<file path="src/rtl/key_voice_alloc.sv">
// PS/2 set-2 byte stream to four held-key voice slots (4-note polyphony).
// Idle slots output 8'hF0, the staff decoder's "sound off" code.
module key_voice_alloc #(
  parameter int unsigned HOLD_TIMEOUT = 0,
  parameter int unsigned TO_W         = 32
) (
  input  logic       clk,
  input  logic       reset,
  input  logic [7:0] rx_data,
  input  logic       rx_valid,
  output logic [7:0] scan_code1,
  output logic [7:0] scan_code2,
  output logic [7:0] scan_code3,
  output logic [7:0] scan_code4,
  output logic [3:0] active,
  output logic       overflow
);

  typedef enum logic [2:0] {
    IDLE,
    BRK,
    EXT,
    EXT_BRK,
    PAUSE
  } state_e;

  localparam logic [7:0]      SOUND_OFF = 8'hF0;
  localparam logic [TO_W-1:0] TO_LOAD   = TO_W'(HOLD_TIMEOUT);
  localparam logic [TO_W-1:0] TO_ONE    = TO_W'(1);
  localparam bit              TO_EN     = (HOLD_TIMEOUT != 0);

  state_e          state_q;
  logic [2:0]      pause_q;
  logic [7:0]      slot_q [4];
  logic [TO_W-1:0] cnt_q  [4];
  logic [3:0]      active_q;
  logic            overflow_q;

  // Byte classification; anything outside these classes is ignored everywhere.
  logic is_make, is_f0, is_e0, is_e1, byte_ok;
  assign is_make = (rx_data >= 8'h01) && (rx_data <= 8'h83);
  assign is_f0   = (rx_data == 8'hF0);
  assign is_e0   = (rx_data == 8'hE0);
  assign is_e1   = (rx_data == 8'hE1);
  assign byte_ok = rx_valid && (is_make || is_f0 || is_e0 || is_e1);

  logic do_make, do_break;
  assign do_make  = byte_ok && is_make && (state_q == IDLE);
  assign do_break = byte_ok && is_make && (state_q == BRK);

  logic [3:0] hit, expire, alloc;
  logic       any_hit, new_make, found;

  always_comb begin
    hit    = '0;
    expire = '0;
    for (int i = 0; i < 4; i++) begin
      hit[i]    = active_q[i] && (slot_q[i] == rx_data);
      expire[i] = TO_EN && active_q[i] && (cnt_q[i] == TO_ONE);
    end
  end

  assign any_hit  = |hit;
  assign new_make = do_make && !any_hit;

  // Allocation sees occupancy at the start of the cycle, so a slot timing
  // out this cycle is still busy and cannot take a new key.
  always_comb begin
    alloc = '0;
    found = 1'b0;
    for (int i = 0; i < 4; i++) begin
      if (new_make && !active_q[i] && !found) begin
        alloc[i] = 1'b1;
        found    = 1'b1;
      end
    end
  end

  // NOTE: sequential state uses non-blocking assignments only, so every
  // register samples the pre-edge values no matter the statement order.
  always_ff @(posedge clk) begin
    if (reset) begin
      state_q    <= IDLE;
      pause_q    <= '0;
      active_q   <= '0;
      overflow_q <= 1'b0;
      // NOTE: the slot and counter arrays are only a few flops, so they are
      // reset explicitly; their contents drive outputs directly.
      for (int i = 0; i < 4; i++) begin
        slot_q[i] <= SOUND_OFF;
        cnt_q[i]  <= '0;
      end
    end else begin
      overflow_q <= new_make && (active_q == 4'hF);

      if (byte_ok) begin
        unique case (state_q)
          IDLE: begin
            if (is_f0) state_q <= BRK;
            else if (is_e0) state_q <= EXT;
            else if (is_e1) begin
              state_q <= PAUSE;
              pause_q <= 3'd7;
            end
          end
          BRK:     if (!is_f0) state_q <= IDLE;
          EXT:     state_q <= is_f0 ? EXT_BRK : IDLE;
          EXT_BRK: state_q <= IDLE;
          PAUSE: begin
            pause_q <= pause_q - 3'd1;
            if (pause_q == 3'd1) state_q <= IDLE;
          end
          default: state_q <= IDLE;
        endcase
      end

      // A repeat make beats a same-cycle timeout; break and timeout merge.
      for (int i = 0; i < 4; i++) begin
        if (do_make && hit[i]) begin
          cnt_q[i] <= TO_LOAD;
        end else if (alloc[i]) begin
          slot_q[i]   <= rx_data;
          active_q[i] <= 1'b1;
          cnt_q[i]    <= TO_LOAD;
        end else if ((do_break && hit[i]) || expire[i]) begin
          slot_q[i]   <= SOUND_OFF;
          active_q[i] <= 1'b0;
          cnt_q[i]    <= '0;
        end else if (TO_EN && active_q[i]) begin
          cnt_q[i] <= cnt_q[i] - TO_ONE;
        end
      end
    end
  end

  assign scan_code1 = slot_q[0];
  assign scan_code2 = slot_q[1];
  assign scan_code3 = slot_q[2];
  assign scan_code4 = slot_q[3];
  assign active     = active_q;
  assign overflow   = overflow_q;

endmodule

</file>
<file path="config.mk">
export PLATFORM = sky130hd
export DESIGN_NAME = key_voice_alloc
export DESIGN_NICKNAME = d
export VERILOG_FILES = /design/src/rtl/key_voice_alloc.sv
export SDC_FILE = /design/constraint.sdc
export NUM_CORES = 1
export LEC_CHECK = 0
export ABC_AREA = 1
export CORE_ASPECT_RATIO = 1.1
export CORE_MARGIN = 3
export CORE_UTILIZATION = 55
export CTS_BUF_LIST = sky130_fd_sc_hd__clkbuf_4
export CTS_CLUSTER_SIZE = 40
export DETAILED_ROUTE_END_ITERATION = 12
export PLACE_DENSITY_LB_ADDON = 0.2
export SYNTH_ARGS = -nofsm -noshare
export SYNTH_HDL_FRONTEND = slang
export SYNTH_SLANG_ARGS = --single-unit
</file>
<file path="constraint.sdc">
create_clock -name clk -period 5.71 [get_ports clk]
set_input_delay 1.4275 -clock clk [delete_from_list [all_inputs] [get_ports clk]]
set_output_delay 1.4275 -clock clk [all_outputs]
set_load 0.005 [all_outputs]
</file>
==> impl_metrics.yaml <==
timing:
  period_needed_ns: 3.75
  fin_ws_ns: 1.96
  setup_tns_ns: 0
  final_max_slew_viol_count: 0
  worst_slew_pin_slew_ns: 0.740
  finClkSkew_ns: 0.0182
  slew_headroom_pct: 50.6
  min_period_over_period_pct: 65.7
  setup_viol: 0
  fmax_mhz: 266
  hold_viol_final: 0
  rsz0062_at_grt: "false"
floorplan:
  initial_core_util_pct: 58.2
  die-area_um2: 5530
  row_count: 25
  design.core.area_um2: 4410
  die_h_um: 77.7
  ioPinCount: 48
  fp.dieW_um: 71.2
yosys:
  yosys.area.top_type_share_pct: 37.4
  yosys_register_bits: 43
  ys_warn_count: 0
  ys_types: 32
  avgSynthCellArea_um2: 7.71
  synthesis.nets: 346
  synth_area_leader_cell: "edfxtp_1"
  syn_area_um2: 2570
  postSynthCellCount: 333
  synth_area_leaders: "edfxtp_1 37%, nand2_1 14%, dfxtp_1 8.6%, inv_1 7.2%, nor2_1 6.0%"
  synth_seq_area_share_pct: 46.0
min_path:
  hold_depth: 2
  hp-class: "register to register"
final_layout:
  layout.cells.non_filler: 433
  fillers: 373
  multi_input_area_um2: 1100
  num_antenna_cells: 0
  drive_above_1_share_pct: 8.71
  synthToLayoutAreaGrowth_pct: 21.3
  final_nets: 391
  regArea_um2: 1180
  fin_util_pct: 70.6
clock_network:
  clk_pin_slew_ns: 0.12
  cts_buffers: 5
  post-cts-setup-buffers: 0
  htree_levels: 2
  hold_buffers: 0
  cts_resized: 0
  clk_latency_ns: 0.36
  clk_path_buf_depth: 2
  clkSinkCount: 43
  cts_tree: "built"
  root_buffer: "clkbuf_4"
setup_path:
  cp-end-kind: "register"
  slowest_stage: "clkdlybuf4s50_1"
  max_stage_delay_ns: 0.84
  setup.worst_path.class: "input pin to register"
  crit_path_start_kind: "input pin"
  arrival_ns: 3.77
  worstPathCellList: "clkdlybuf4s50_1 -> inv_2 -> nand2_1 -> nor2_1 -> nand2_2 -> nand3_2 -> nor2_2 -> nand3_2 -> nor2_4 -> nand2_1 -> nand3_1"
  path_max_fanout: 11
  rr_worst_depth: 9
  required_ns: 5.73
global_routing:
  antenna_found_initial: 0
  grt_overflow_total: 0
  grt_pass1_vias: 2199
  grt_max_degree: 22
  grt_pass1_wl_um: 10400
  grt_usage_pct: 24.0
detailed_routing:
  post-route-drc-count: 0
  wl_per_cell_um: 14.4
  postRouteAntennaNets: 0
  vias: 2323
  drt-initial-drc-count: 187
  dr.pass1.iters: 6
  vias_per_cell: 5.36
  drt_wl_total_um: 6240
placement:
  gp_congestion: 0.866
  dp_slack_ns: 1.65
  io_buffers: 47
  dp_hpwl_um: 4740
  placed_cells: 425
pwr:
  p_leak_nw: 1.33
  pwr_density_cell_nw_per_um2: 200
  ir_drop_uv: 142
run:
  cap_violations: 0
status:
  status: "complete, no violations"
## cell families after synthesis
logic type / after synthesis / synth area share, %
and+or+nand+nor: 193 / 34.3
xor gates and xnor gates: 9 / 3.07
AOI/OAI and AO/OA: 18 / 4.38
buffers and inverters: 68 / 11.3
adders and majority gates: 2 / 0.974
DFF: 43 / 46.0
## routing by layer
metal | global-route usage (%) | share of wire, % | vias up
li1 | - | - | 1148
met1 | 29.4 | 40 | 1059
met2 | 41.5 | 50 | 102
met3 | 4.53 | 8.0 | 14
met4 | 8.65 | 2.1 | 0
met5 | 0 | 0 | -
## through the flow
stage	hold slack, ns	instance area [um^2]	total power, W
floorplan	0.453	2570	0.000407
global placement	0.473	3040	0.000439
detailed placement	0.484	3040	0.000441
CTS	0.504	3120	0.000625
global route	0.535	3120	0.000650
finish	0.501	3120	0.000623
## critical path: cells and delay by family
family / cells / cell delay, ns
simple gates: 9 / 1.31
buf+inv: 2 / 1.03
## power breakdown
group	internal, W	switching (W)
Sequential	0.000343	0.00000580
Clock	0.0000901	0.0000983
Combinational	0.0000329	0.0000533
Total	0.000466	0.000157
## cell usage in the layout, fill, tap and decap left out, drive strengths merged
cell type and count:
bufinv 1, o31ai 1, o2bb2ai 1, clkinv 3, edfxtp 32, xnor2 1
nor4 1, a21oi 11, nor3 6, nand4 13, nand3b 1, clkdlybuf4s50 47
o21ai 4, dfxtp 11, nand2 96, ha 2, nor2 49, nand3 27
inv 58, a31oi 1, clkbuf 5, xor2 8
## final timing paths
| kind | start | end | slack (ns) |
|---|---|---|---|
| hold / removal | pause_q[1]$_SDFFE_PP0P_ | pause_q[1]$_SDFFE_PP0P_ | 0.50 |
| setup / recovery | rx_data[4] | slot_q[0][6]$_SDFFCE_PP1P_ | 1.96 |
| hold reg to reg | pause_q[1]$_SDFFE_PP0P_ | pause_q[1]$_SDFFE_PP0P_ | 0.50 |
| setup reg to reg | active[3]$_SDFFE_PP0P_ | slot_q[1][1]$_SDFFCE_PP0P_ | 3.46 |
## final cells by class
| cell class | instances | share of cell area (%) |
|---|---|---|
| clock buffer | 5 | 1.20 |
| sequential | 43 | 37.9 |
| inverter | 59 | 7.11 |
| multi-input combinational | 222 | 35.3 |
| tap | 54 | 2.17 |
| clock inverter | 3 | 1.24 |
| timing repair buffer | 47 | 15.1 |
## synth_stat cells (all sizes together)
| cell type | instances |
|---|---|
| nand2 | 96 |
| inv | 58 |
| nor2 | 49 |
| edfxtp | 32 |
| nand3 | 27 |
| nand4 | 13 |
| a21oi | 11 |
| dfxtp | 11 |
| xor2 | 8 |
| buf | 7 |
| nor3 | 6 |
| o21ai | 4 |
| clkbuf | 2 |
| ha | 2 |
| a31oi | 1 |
| clkinv | 1 |
| nand3b | 1 |
| nor4 | 1 |
| o2bb2ai | 1 |
| o31ai | 1 |
| xnor2 | 1 |
## flip-flops by register name, summed over array words and instances, names as in the netlist
| register | flops |
|---|---|
| pause_q | 3 |
| overflow | 1 |
| slot_q | 32 |
| state_q | 3 |
| active | 4 |
Power figures use the tool's default switching activity.
